**config.mk**
```make
export PLATFORM = sky130hd
export DESIGN_NAME = tetris_board_renderer
export DESIGN_NICKNAME = d
export VERILOG_FILES = /design/src/rtl/tetris_board_renderer.sv
export SDC_FILE = /design/constraint.sdc
export NUM_CORES = 1
export LEC_CHECK = 0
export CORE_ASPECT_RATIO = 1.25
export CORE_UTILIZATION = 50
export CTS_CLUSTER_SIZE = 40
export DETAILED_ROUTE_END_ITERATION = 7
export PLACE_DENSITY = 0.72
export SYNTH_ARGS = -nofsm -noshare
export SYNTH_HDL_FRONTEND = slang
export SYNTH_SLANG_ARGS = --single-unit
```
**constraint.sdc**
```tcl
create_clock -name CLOCK_50 -period 4.18 [get_ports CLOCK_50]
set_clock_uncertainty 0.1 [all_clocks]
set_input_delay 0.836 -clock CLOCK_50 [delete_from_list [all_inputs] [get_ports CLOCK_50]]
set_output_delay 0.836 -clock CLOCK_50 [all_outputs]
set_load 0.05 [all_outputs]
```
**src/rtl/tetris_board_renderer.sv**
```systemverilog
// tetris_board_renderer: walks the playfield RAM one cell at a time and paints
// every pixel of the board into the VGA framebuffer adapter, one pixel per clock.
//
// state   | meaning
// --------+-----------------------------------------------------------
// S_IDLE  | waiting for start; outputs hold, write low
// S_FETCH | cell_addr presented to the synchronous playfield RAM
// S_WAIT  | RAM data captured; first pixel of the cell prepared
// S_DRAW  | one pixel written per cycle, px fastest, then py
module tetris_board_renderer #(
  parameter int         COLS       = 10,
  parameter int         ROWS       = 20,
  parameter int         CELL       = 16,
  parameter int         X0         = 240,
  parameter int         Y0         = 80,
  parameter logic [8:0] GRID_COLOR = 9'o111
) (
  input  logic       CLOCK_50,
  input  logic       resetn,
  input  logic       start,
  output logic [7:0] cell_addr,
  input  logic [2:0] cell_data,
  output logic [9:0] x,
  output logic [8:0] y,
  output logic [8:0] color,
  output logic       write,
  output logic       busy,
  output logic       done
);

  localparam int            PW        = (CELL > 1) ? $clog2(CELL) : 1;
  localparam logic [PW-1:0] PMAX      = PW'(CELL - 1);
  localparam logic [7:0]    COL_LAST  = 8'(COLS - 1);
  localparam logic [7:0]    ADDR_LAST = 8'(COLS * ROWS - 1);

  typedef enum logic [1:0] {S_IDLE, S_FETCH, S_WAIT, S_DRAW} state_t;

  state_t        state_q;
  logic [7:0]    row_q, col_q;
  logic [PW-1:0] px_q, py_q;
  logic [2:0]    cell_q;
  logic [7:0]    cell_addr_q;
  logic [9:0]    x_q;
  logic [8:0]    y_q;
  logic [8:0]    color_q;
  logic          write_q, busy_q, done_q;

  logic [PW-1:0] px_d, py_d;
  logic          last_px, last_pix, last_col, last_cell;

  function automatic logic [8:0] palette(input logic [2:0] idx);
    case (idx)
      3'd0:    return 9'o000;
      3'd1:    return 9'o077;
      3'd2:    return 9'o770;
      3'd3:    return 9'o507;
      3'd4:    return 9'o070;
      3'd5:    return 9'o700;
      3'd6:    return 9'o007;
      default: return 9'o740;
    endcase
  endfunction

  // Empty cells show only the top/left grid lines so adjacent cells share one line.
  function automatic logic [8:0] pixel_color(input logic [2:0] idx,
                                             input logic [PW-1:0] px,
                                             input logic [PW-1:0] py);
    logic [8:0] pal;
    pal = palette(idx);
    if (idx == 3'd0)
      return (px == '0 || py == '0) ? GRID_COLOR : 9'o000;
    if (px == '0 || py == '0 || px == PMAX || py == PMAX)
      return {1'b0, pal[8:7], 1'b0, pal[5:4], 1'b0, pal[2:1]};
    return pal;
  endfunction

  function automatic logic [9:0] pixel_x(input logic [7:0] col, input logic [PW-1:0] px);
    return 10'(X0) + 10'(col) * 10'(CELL) + 10'(px);
  endfunction

  function automatic logic [8:0] pixel_y(input logic [7:0] row, input logic [PW-1:0] py);
    return 9'(Y0) + 9'(row) * 9'(CELL) + 9'(py);
  endfunction

  // Scan position decode and next pixel within the current cell.
  always_comb begin
    last_px   = (px_q == PMAX);
    last_pix  = last_px && (py_q == PMAX);
    last_col  = (col_q == COL_LAST);
    last_cell = (cell_addr_q == ADDR_LAST);
    px_d      = last_px ? '0 : px_q + 1'b1;
    py_d      = last_px ? py_q + 1'b1 : py_q;
  end

  // Sequencer with registered pixel, address and status outputs.
  always_ff @(posedge CLOCK_50) begin
    if (!resetn) begin
      state_q     <= S_IDLE;
      row_q       <= '0;
      col_q       <= '0;
      px_q        <= '0;
      py_q        <= '0;
      cell_q      <= '0;
      cell_addr_q <= '0;
      x_q         <= '0;
      y_q         <= '0;
      color_q     <= '0;
      write_q     <= 1'b0;
      busy_q      <= 1'b0;
      done_q      <= 1'b0;
    end else begin
      done_q <= 1'b0;
      case (state_q)
        S_IDLE: begin
          if (start) begin
            state_q     <= S_FETCH;
            row_q       <= '0;
            col_q       <= '0;
            cell_addr_q <= '0;
            busy_q      <= 1'b1;
          end
        end
        S_FETCH: state_q <= S_WAIT;
        S_WAIT: begin
          // Pixel (0,0) is built straight from the RAM output so DRAW writes from its first cycle.
          cell_q  <= cell_data;
          px_q    <= '0;
          py_q    <= '0;
          x_q     <= pixel_x(col_q, '0);
          y_q     <= pixel_y(row_q, '0);
          color_q <= pixel_color(cell_data, '0, '0);
          write_q <= 1'b1;
          state_q <= S_DRAW;
        end
        S_DRAW: begin
          if (last_pix) begin
            write_q <= 1'b0;
            if (last_cell) begin
              state_q <= S_IDLE;
              busy_q  <= 1'b0;
              done_q  <= 1'b1;
            end else begin
              state_q     <= S_FETCH;
              cell_addr_q <= cell_addr_q + 8'd1;
              if (last_col) begin
                col_q <= '0;
                row_q <= row_q + 8'd1;
              end else begin
                col_q <= col_q + 8'd1;
              end
            end
          end else begin
            px_q    <= px_d;
            py_q    <= py_d;
            x_q     <= pixel_x(col_q, px_d);
            y_q     <= pixel_y(row_q, py_d);
            color_q <= pixel_color(cell_q, px_d, py_d);
          end
        end
        default: state_q <= S_IDLE;
      endcase
    end
  end

  assign cell_addr = cell_addr_q;
  assign x         = x_q;
  assign y         = y_q;
  assign color     = color_q;
  assign write     = write_q;
  assign busy      = busy_q;
  assign done      = done_q;

endmodule
```
# Yosys cells after proc, flatten, opt, wreduce, memory -nomap -nowiden
# Cells that the tools add are included.
dict set report word_totals {
  register_bits 68
  in_bits 6
  out_inout_bits 39
  word_cells 127
}
dict set report classes {
  addsub 9
  eq_ne 27
  n_mux 60
  n_reduce_logical 18
}
# operator count
set ops {}
lappend ops {{$pmux W9 S7} 2}
lappend ops {{$mux W9} 9}
lappend ops {{$mux W8} 9}
lappend ops {{$pmux W8 S2} 3}
lappend ops {{$pmux W9 S2} 2}
lappend ops {{$add A8 B1 Y8 const B} 3}
lappend ops {{$mux W1} 21}
lappend ops {{$pmux W10 S2} 1}
lappend ops {{$eq A3 B3 Y1 const B} 6}
lappend ops {{$eq A4 B4 Y1 const B} 4}
lappend ops {{$mux W4} 4}
lappend ops {{$pmux W4 S2} 2}
lappend ops {{$eq A3 B2 Y1 const B} 4}
lappend ops {{$ne A2 B2 Y1 const B} 6}
lappend ops {{$add A10 B4 Y10} 1}
lappend ops {{$add A8 B10 Y10 const A} 1}
lappend ops {{$mux W10} 1}
lappend ops {{$add A7 B9 Y9 const A} 1}
lappend ops {{$add A9 B4 Y9} 1}
lappend ops {{$add A4 B1 Y4 const B} 2}
lappend ops {{$eq A8 B4 Y1 const B} 1}
lappend ops {{$eq A8 B8 Y1 const B} 1}
lappend ops {{$logic_not A4 Y1} 2}
lappend ops {{$pmux W2 S4} 1}
lappend ops {{15 further kinds} 26}

# Depth between registers and ports, before layout
# Gate-level depths: netlist of the first run.
dict set report logic_depth {
  word_depth 15
  mapped_depth 10
  mapped_depth_nobuf 8
}

# Least setup slack after synthesis of the first run
# OpenSTA, ideal clock, no wires.
dict set report synth_timing {
  path_kind {flip-flop to flip-flop}
  startpoint {register px_q[0]}
  endpoint {register color_q[4], in the netlist color[4]}
  setup_ns 0.114
  t_arrival_ns 2.420
  required_ns 3.966
  path_slack_ns 1.546
  path_stages_with_launch 9
  path_buffers 1
  period_less_slack_ns 2.634
  path_cell_list {dfxtp_1 -> ha_1 -> buf_4 -> nand4_4 -> or3_1 -> a41o_1 -> a221oi_4 -> a41oi_1 -> a21o_1}
}
dict set report synth_via {
  elab_chain_len 15
  word_cells_on_any_way 24
  cone_classes {add/sub: 1; eq/ne: 4; mux: 12; reduce/logical: 7}
}
# item line_no
set synth_lines {}
lappend synth_lines {{start: declaration} 40} ;# logic [PW-1:0] px_q, py_q;
lappend synth_lines {{start signal: assignment} 153} ;# px_q <= px_d;
lappend synth_lines {{$add A4 B1 Y4 / $eq A4 B4 Y1 (equally long branches)} {91, 87}}
lappend synth_lines {{$mux W4, on equally long branches} {91, 92}}
lappend synth_lines {{$logic_not A4 Y1} 72} ;# if (px == '0 || py == '0 || px == PMAX || py == PMAX)
lappend synth_lines {{$logic_or A1 B1 Y1 (3 in a row)} 72}
lappend synth_lines {{$mux W1 (2 in a row)} 72}
lappend synth_lines {{$mux W1} 136} ;# if (last_pix) begin
lappend synth_lines {{$mux W1} 113} ;# case (state_q)
lappend synth_lines {{$mux W1} 97} ;# if (!resetn) begin
lappend synth_lines {{$mux W9} 74} ;# return pal;
lappend synth_lines {{$mux W9} 72}
lappend synth_lines {{$mux W9} 136}
lappend synth_lines {{$pmux W9 S2} 113}
lappend synth_lines {{end signal: assignment} 131} ;# color_q <= pixel_color(cell_data, '0, '0);
lappend synth_lines {{end signal: assignment} 157} ;# color_q <= pixel_color(cell_q, px_d, py_d);
lappend synth_lines {{end: declaration} 45} ;# logic [8:0] color_q;
# Several ways; a longest one is shown, not always the timed one. The select of a mux whose other input is x is not followed.
# A chain may end at the register's enable or synchronous reset.

# Worst setup path after layout of the first run
dict set report layout_timing {
  startpoint {register px_q[0]}
  endpoint {register col_q[3]}
}
dict set report layout_via {
  elab_chain_len 4
}
# item line_no
set layout_lines {}
lappend layout_lines {{$eq A4 B4 Y1} 87} ;# last_px = (px_q == PMAX);
lappend layout_lines {{$logic_and A1 B1 Y1} 88} ;# last_pix = last_px && (py_q == PMAX);
lappend layout_lines {{$ne A2 B2 Y1 (no source line)} n/a}
lappend layout_lines {{$reduce_and A4 Y1 (no source line)} n/a}
lappend layout_lines {{end signal: assignment} 149} ;# col_q <= col_q + 8'd1;
lappend layout_lines {{end: declaration} 39} ;# logic [7:0] row_q, col_q;
# Every way passes these cells.

==> results by group, run 1 <==
CTS
  – Postcts setup bufs: 0
  – Clock sink count: 57
  – Post-cts resize count: 0
  – # hold bufs at CTS: 0
  – Clk buf depth: 2
  – H-tree Lvls: 3
  – Skew-Pair Late Insertion Delay: 330 ps
  – CTS tree: built
  – Clock-pin slew of the registers on the worst-case setup and hold paths: 70 ps
  – Root buf cell: clkbuf_8
  – TritonCTS buffer count: 9

Power
  – Static Leak: 1.371 nW
  – Power Dens Cells: 591.2 nW/um2
  – VDD IR-drop max: 0.0003381 V
  – Tot Pwr: 0.002219 W

Timing
  – Slew @ Worst Pin: 1104 ps
  – Max Fclk: 365.3 MHz
  – Fin. Hold Viols: 0
  – Final setup fails: 0
  – RSZ-0062 raised after global routing: no
  – Fin. max-slew vios: 0
  – Max-slew headroom: 25.62%
  – Post-route minimum period: 2737 ps
  – Setup TNS: 0 ps
  – Post-route clock period utilization: 65.48%

Placed design
  – Routability cong.: 0.8033
  – PortBufs: 44
  – Hpwl dp: 4781 um

Critical path
  – CP Capture Type: register
  – CP cell instances: ha_1, nand4_4, nor2_2, a31oi_1, buf_4, nor3_1, nand2b_1, nor2_1
  – Slowest Stage Delay on Critical Path: 450 ps
  – Startpoint class of the critical path: register
  – Crit path launch: px_q[0]
  – Reg-to-reg critical path startpoint: px_q[0]
  – Worst EP required: 4290 ps
  – Setup CP Type: reg2reg
  – Crit path max-delay cell type: dfxtp_1
  – Worst EP arrival: 2850 ps
  – Family with the most delay on the worst path: simple AND/OR/NAND/NOR gates
  – Worst Path Max Fanout: 20
  – WP buf/inv: 1

Yosys
  – Synth top area share: 36.74%
  – Synth Area per Inst: 8.439 um2
  – Ys async rst share: 0%
  – Sequential share of the synthesized area: 36.74%
  – Synth Instances: 368
  – Area contributors post-synth: dfxtp_1 (37%), xnor2_1 (5.9%), nand2_1 (5.2%)
  – Predominant post-synthesis flop cell: dfxtp_1
  – Synth area leader: dfxtp_1
  – Synthesized Nets: 386
  – Number of flops mapped to enable cells by yosys: 0
  – Cell variety after synth: 52
  – Synth warn: 0
  – Number of synthesized register bits: 57
  – Synthesized area: 3105 um2

Detailed routing
  – DRT Wirelength: 6829 um
  – Initial DRT Pass Iterations: 4
  – Initial DRC Count: 200
  – Wire per inst: 13.99 um
  – Post-route DRC: 0
  – Final antenna-violating net count: 0
  – Routed vias/inst: 5.475
  – Vias: 2672

Global route
  – Initial antenna violation count: 0
  – Largest net degree at the start of global routing: 28
  – First-pass GRT wire length: 11790 um
  – Total congestion overflow: 0
  – Overall routing resource usage: 22.90%
  – Vias in the first global route: 2511

Die
  – Die area: 6532 um2
  – Core Area: 5896 um2
  – Die Span Y: 90.11 um
  – Rows: 31
  – I/O pin cnt: 45
  – Die X: 72.49 um
  – Initial Util: 52.67%

Worst hold path
  – Hold Crit Start: color[1]
  – Hold Path Class: reg2reg

Finish
  – Sequential cell area: 1141 um2
  – Footprint of the multi-input gates: 1827 um2
  – Layout cells sized above 1: 6.897%
  – Final nets: 419
  – Fillers: 560
  – Number of diodes: 0
  – Syn-to-layout area delta: 20.87%

Status
  – Outcome: completed

Run
  – Count of max-cap constraint violations: 0
cell usage in the layout (no fill, tap or decap), drive strengths merged, types with 4 or more instances in the layout:
| master | instances |
|---|---|
| nor3 | 7 |
| nand2b | 4 |
| xnor2 | 21 |
| mux2i | 7 |
| inv | 5 |
| clkdlybuf4s50 | 44 |
| nand2 | 43 |
| dfxtp | 57 |
| nor4 | 8 |
| o21ai | 27 |
| nor2 | 27 |
| clkinv | 5 |
| xor2 | 9 |
| and2 | 8 |
| nand3 | 12 |
| ha | 12 |
| clkbuf | 10 |
| a21oi | 12 |
| a21boi | 11 |
| o211a | 6 |
| nand4 | 5 |
| nor2b | 17 |
| buf | 5 |
cells by family (layout without fill, tap and decap cells):
kind of cell / after synthesis / in the layout / share of synthesized area [%]
simple gates: 147 / 147 / 24.42
compound gates: 80 / 80 / 17.77
buf+inv: 32 / 70 / 4.432
fa+ha+maj: 12 / 12 / 4.835
mux: 10 / 10 / 3.344
xor+xnor: 30 / 30 / 8.461
flops: 57 / 57 / 36.74
layer usage:
layer	wire, um	vias up	global-route usage (%)
met4	84	0	9.150
li1	-	1357	-
met1	3053	1241	28.27
met5	0	-	0
met3	269	8	5.045
met2	3421	66	38.01
flip-flops by register name (all words and copies together) (netlist names):
| register | flops |
|---|---|
| busy | 1 |
| cell_addr | 8 |
| cell_q | 3 |
| col_q | 8 |
| color | 9 |
| done | 1 |
| px_q | 3 |
| py_q | 3 |
| row_q | 5 |
| state_q | 2 |
| write | 1 |
| x | 7 |
| y | 6 |
final cells by class:
cell class	count	share of cell area [%]
clock inverter	6	1.567
multi-input combinational	279	48.67
timing repair buffer	49	12.73
sequential	57	30.40
clock buffer	10	3.400
inverter	5	0.5000
tap	82	2.733
Yosys cell counts (all sizes together) (2+ instances only):
master   n
o41ai    2
clkbuf  20
mux2i    7
a21o     2
xor2     9
o211ai   3
a21oi   12
nor4     8
and2     8
xnor2   21
or3      3
inv      5
ha      12
nor2    27
o21ai   27
dfxtp   57
nand3b   2
o211a    6
nor4b    2
buf      7
nor3b    2
nor3     7
nand2b   4
nand4    5
and3     2
a32oi    2
nand2   43
nor2b   17
a21boi  11
a31oi    2
mux2     3
a22oi    3
nand3   12
metrics by stage:
| stage | area, um2 | setup WS, ps | std cells | hold slack, ps | utilization [%] |
|---|---|---|---|---|---|
| 6_report | 3754 | 1443 | 488 | 367.9 | 63.67 |
| 2_1_floorplan | 3105 | 1546 | 368 | 384.8 | - |
| 4_1_cts | 3754 | 1453 | 488 | 374.7 | 63.67 |
| 3_5_place_dp | 3567 | 1365 | 472 | 363.0 | 60.51 |
| 3_3_place_gp | 3567 | 1437 | 472 | 358.5 | 60.51 |
| 5_1_grt | 3754 | 1145 | 488 | 408.8 | 63.67 |
path summary, 6_finish.rpt:
path	slack, ps	cells past startpoint	endpoint
hold / removal	370	2	color[1]
hold reg to reg	370	2	color[1]
setup reg to reg	1440	8	col_q[3]
setup / recovery	1440	8	col_q[3]
power by group:
part,leakage (nW),total (W),internal [W],switching [W]
registers,0.462,0.000728,0.000644,0.0000835
logic,0.809,0.000995,0.000346,0.000649
clock network,0.0998,0.000496,0.000272,0.000224
total,1.37,0.00222,0.00126,0.000957
worst reg2reg max path, stage by stage (launching register included):
cell and delay [ps]:
dfxtp_1 450, ha_1 390, nand4_4 170, nor2_2 300, a31oi_1 130, buf_4 220
nor3_1 420, nand2b_1 340, nor2_1 90
Note: power is estimated with default switching activity, not from simulation.
==> run 2, diff against run 1 <==
clock period = 2.6 ns   (was 4.18 ns; I/O delays follow)
==> run 2 against run 1 <==
Effect of this change: global-route usage is 0.15 points lower; wire length is 2.8% higher; final cell count is 2.0% higher; combinational power is 70% higher; utilization is 1.6 points higher; setup slack worse by 1200 ps; first-iteration DRC count is 17% lower; sequential share of layout area is 0.67 points lower; hold slack worse by 3.3 ps; sequential power is 61% higher; critical path depth is 7 lower; critical endpoint is now x[2]; largest cell class unchanged; largest power group unchanged.
==> results by group, run 2 (synthesis gave the netlist of run 1 again) <==
Finish
  – Commonest non-fill, non-tap cells in the layout: dfxtp_1 (55), clkdlybuf4s50_1 (44), nand2_1 (43)
  – Fillers: 544
  – Layout cells sized above 1: 9.856%
  – Syn-to-layout area delta: 23.85%
  – Max FFs per register: 9
  – Footprint of the multi-input gates: 1829 um2
  – Final nets: 429
  – Number of diodes: 0
  – Commonest non-fill, non-tap cell in the layout: dfxtp_1
  – Sequential cell area: 1144 um2

Detailed routing
  – Routed vias/inst: 5.450
  – Vias: 2714
  – Post-route DRC: 0
  – Initial DRC Count: 167
  – Wire per inst: 14.10 um
  – Final antenna-violating net count: 0
  – Initial DRT Pass Iterations: 4
  – DRT Wirelength: 7023 um

Global route
  – First-pass GRT wire length: 11690 um
  – Vias in the first global route: 2479
  – Total congestion overflow: 0
  – Initial antenna violation count: 0
  – Largest net degree at the start of global routing: 25
  – Overall routing resource usage: 22.76%

CTS
  – Postcts setup bufs: 0
  – TritonCTS buffer count: 9
  – # hold bufs at CTS: 0
  – H-tree Lvls: 3
  – Skew-Pair Late Insertion Delay: 340 ps
  – Post-cts resize count: 0
  – Clock sink count: 57
  – CTS tree: built
  – Clk buf depth: 2
  – Root buf cell: clkbuf_8
  – Clock-pin slew of the registers on the worst-case setup and hold paths: 70 ps

Placed design
  – PortBufs: 44
  – Hpwl dp: 4972 um
  – Routability cong.: 0.8371

Critical path
  – Startpoint class of the critical path: register
  – Worst EP required: 1980 ps
  – Reg-to-reg critical path startpoint: px_q[0]
  – WP buf/inv: 1
  – Worst Path Max Fanout: 11
  – Reg2reg setup slack: 240 ps
  – Setup CP Type: reg2out
  – CP cell instances: clkdlybuf4s50_1
  – Slowest Stage Delay on Critical Path: 880 ps
  – Worst r2r dst: color[4]
  – Worst r2r path cells: 7
  – Family with the most delay on the worst path: buffers and inverters
  – Worst EP arrival: 1760 ps
  – CP Capture Type: primary output
  – Crit path max-delay cell type: clkdlybuf4s50_1

Timing
  – RSZ-0062 raised after global routing: no
  – Setup TNS: 0 ps
  – Post-route clock period utilization: 91.57%
  – Final setup fails: 0
  – Max-slew headroom: 65.98%
  – Max Fclk: 420.0 MHz
  – Post-route minimum period: 2381 ps
  – Worst hold slack: 364.6 ps
  – Fin. Hold Viols: 0
  – Fin. max-slew vios: 0
  – Slew @ Worst Pin: 508.7 ps

Die
  – Die X: 72.49 um
  – I/O pin cnt: 45
  – Rows: 31
  – Die area: 6532 um2
  – Initial Util: 52.67%
  – Die Span Y: 90.11 um
  – Core Area: 5896 um2

Run
  – Count of max-cap constraint violations: 0

Power
  – Static Leak: 1.420 nW
  – VDD IR-drop max: 0.0005475 V
  – Power Dens Cells: 952.9 nW/um2

Worst hold path
  – Hold Crit Start: write
  – Hold endpoint: write
  – Hold Path Class: reg2reg
  – Cell depth of the worst hold path: 2

Status
  – Outcome: completed
==> run 2: per-stage QoR <==
| stage | setup WS, ps | std cells | power (W) | util, % | instance area (um2) |
|---|---|---|---|---|---|
| detailed placement | 178.7 | 482 | 0.002872 | 62.03 | 3657 |
| CTS | 163.5 | 498 | 0.003683 | 65.20 | 3844 |
| floorplan | 104.8 | 368 | 0.002351 | - | 3108 |
| global route | 22.73 | 498 | 0.003871 | 65.24 | 3846 |
| global placement | 254.1 | 482 | 0.002860 | 62.03 | 3657 |
| finish | 219.1 | 498 | 0.003665 | 65.24 | 3846 |
==> run 2: worst max-delay path by stage <==
stage | from | end | depth (start not counted)
global route | px_q[0] | col_q[5] | 8
detailed placement | px_q[0] | color[4] | 7
global placement | px_q[0] | color[7] | 7
CTS | px_q[0] | color[4] | 7
finish | px_q[2] | x[2] | 1
floorplan | cell_addr[0] | cell_addr[3] | 9
==> run 2: power by group <==
group          total [W]  switching, W  internal, W
registers        0.00117      0.000136      0.00104
logic            0.00169       0.00106     0.000627
clock network   0.000804      0.000367     0.000437
total            0.00367       0.00156      0.00210
==> run 2: final cells by class <==
type	instances	share of cell area [%]
timing repair buffer	59	14.70
inverter	5	0.4880
clock buffer	10	3.318
tap	82	2.668
sequential	57	29.73
clock inverter	6	1.529
multi-input combinational	279	47.56
==> run 2: layer usage <==
metal	wire (um)	track usage, %	vias to the layer above
met3	235	5.045	15
met1	3182	26.96	1266
met2	3457	39.10	55
met5	0	0	-
li1	-	-	1378
met4	147	8.824	0
==> variant, RTL diff (config.mk and constraints of run 2) <==
The 4 states of `state_t` get a Gray code encoding in 2 bits.
--- a/src/rtl/tetris_board_renderer.sv
+++ b/src/rtl/tetris_board_renderer.sv
@@ -33,7 +33,7 @@
   localparam logic [7:0]    COL_LAST  = 8'(COLS - 1);
   localparam logic [7:0]    ADDR_LAST = 8'(COLS * ROWS - 1);
 
-  typedef enum logic [1:0] {S_IDLE, S_FETCH, S_WAIT, S_DRAW} state_t;
+  typedef enum logic [1:0] {S_IDLE = 2'b00, S_FETCH = 2'b01, S_WAIT = 2'b11, S_DRAW = 2'b10} state_t;
 
   state_t        state_q;
   logic [7:0]    row_q, col_q;
Formal check against the unedited RTL: same outputs for any inputs over 10 cycles, from zero or initial values and one cycle with resetn low; not proved beyond that.
==> variant against run 2 <==
- via count grew 13%
- design area grew 3.3%
- setup slack gained 2.0 ps
- critical path depth grew 6
- sequential cell count is the same
- synthesized area grew 0.32%
- routed wire length grew 9.0%
- largest cell class unchanged
- critical path type is now flop to flop
Power is not compared: it rests on default switching activity, and its combinational part moved more than twofold at a synthesized area within 25%.
==> variant: results (changes against run 2) <==
* Synth top area share at 0.3663 (-0.001181)
* Initial antenna violation count at 0 (unchanged)
* Power per cell area at 572.5 nW/um^2
* Number of H-tree branching levels at 3 (unchanged)
* Cell with the largest stage delay on the worst path: sky130_fd_sc_hd__or4_1
* Sw Pwr at 670.3 uW
* Data arrival time of the critical path at 2550 ps (+790 ps)
* LEAKAGE at approximately 1.5 nW
* Clk pin slew, worst setup/hold paths at 70 ps (about the same)
* Worst setup path startpoint: px_q[1]
* Status: complete, no violations
* Clock group power at 910 uW
* Count of TritonRoute iterations in the first routing pass at 4 (unchanged)
* Most frequently used flop master after synthesis: sky130_fd_sc_hd__dfxtp_1
* Post-cts resize count at 0 (unchanged)
* Proportion of layout cells with a drive suffix above 1 at 0.1250 (+0.02644)
* Number of DRC markers after the initial detailed-route iteration at 157 (-6.0%)
* Total routing usage reported by global routing at 0.2482 (+0.02065)
* Share of the synthesized area in compound gates (AO/OA/AOI/OAI) at 0.2522 (+0.07453)
* Vias in the first global route at 2825 (+14%)
* Worst path max stage delay at 510 ps (-370 ps)
* Global-route wire length before repair at 12840 um (+9.9%)
* Adder and majority cell fraction of the synthesized area at 0.03534 (-0.01301)
* Proportion of synthesized area in mux cells at 0.01325 (-0.02019)
* Commonest cells post-synth: 57 x sky130_fd_sc_hd__dfxtp_1, 35 x sky130_fd_sc_hd__a21oi_1, 35 x sky130_fd_sc_hd__nand2_1, 24 x sky130_fd_sc_hd__o21ai_0, 21 x sky130_fd_sc_hd__clkbuf_1
* Largest register FFs at 9 (unchanged)
* Detailed Place HPWL at 5386 um (+8.3%)
* Worst Path Max Fanout at 11 (unchanged)
* Number of setup buffers added after CTS at 0 (unchanged)
* Top Family by Delay on Critical Path: simple AND/OR/NAND/NOR gates
* Net count reported at finish at 449 (+4.7%)
* Worst ir drop on vdd at ~0.00036 V
* Max-slew headroom at the worst pin at 0.6609 (+0.001068)
* Vias per std cell at 5.852 (+7.4%)
* Pin count of the biggest net entering global routing at 26 (+4.0%)
* Cts bufs inserted at 9 (unchanged)
* Gp weighted congestion at 0.8183 (-2.2%)
* Sequential share of the synthesized area at 0.3663 (-0.001181)
* Total of fill cells in the finished design at 545 (+0.18%)
* Count of antenna diodes in the layout at 0 (unchanged)
* Number of synthesis warnings at 0 (unchanged)
* Hold path startpoint: color[8]
* Maximum buffer depth of the clock tree at 2 (unchanged)
* Xor-xnor portion of the synthesized cell area at 0.03936 (-0.04525)
* Post-Synthesis Net Count at 392 (+1.6%)
* Distinct cell type count of the synthesized netlist at 56 (+7.7%)
* Leading cell types by total area after synthesis: sky130_fd_sc_hd__dfxtp_1 37%, sky130_fd_sc_hd__a21oi_1 5.6%, sky130_fd_sc_hd__nand2_1 4.2%
* Routed Wire Length at 7655 um (+9.0%)
* Sequential fraction of design power at 0.412
[variant: changes by cell type in the layout (fill, tap and decap cells not counted), sizes merged, moves of 11 or more]
cell / change
a21oi: +23
buf: +16
nor2: -14
o31ai: +17
or4: +11
xnor2: -11
[variant: through the flow]
step / setup WS, ps / hold slack [ps] / cells / area (sq um)
after floorplan: 16.45 / 351.5 / 378 / 3115
after global placement: 279.6 / 352.3 / 506 / 3761
after detailed placement: 244.7 / 364.4 / 506 / 3761
after CTS: 213.1 / 374.5 / 522 / 3973
after global routing: 93.30 / 401.5 / 522 / 3973
final: 221.1 / 368.0 / 522 / 3973
[variant: final timing paths]
path | end | slack, ps | depth (start not counted)
hold / removal | color[8] | 370 | 2
setup reg to reg | row_q[3] | 220 | 7
setup / recovery | row_q[3] | 220 | 7
hold reg to reg | color[8] | 370 | 2
[variant: per-layer routing]
layer | global-route usage | share of wire
met1 | 0.3124 | 0.45
met2 | 0.3964 | 0.49
met3 | 0.04353 | 0.037
met4 | 0.1356 | 0.031
met5 | 0 | 0
[variant: worst reg2reg max path, delay by kind of cell, from the launching register on]
| family | cells | cell delay (ps) |
|---|---|---|
| buf+inv | 1 | 200 |
| fa+ha+maj | 1 | 220 |
| compound gates | 2 | 530 |
| flops | 1 | 430 |
| simple gates | 3 | 810 |
[variant: area by class of cell]
class | instances | area, sq um | share of cell area
Timing Repair Buffer | 75 | 673.1 | 0.1694
Clock inverter | 5 | 80.08 | 0.02016
Clock buffer | 11 | 131.4 | 0.03307
Sequential cell | 57 | 1141 | 0.2872
Multi-Input combinational cell | 283 | 1810 | 0.4557
Inverter | 9 | 33.78 | 0.008504
Tap cell | 82 | 102.6 | 0.02583
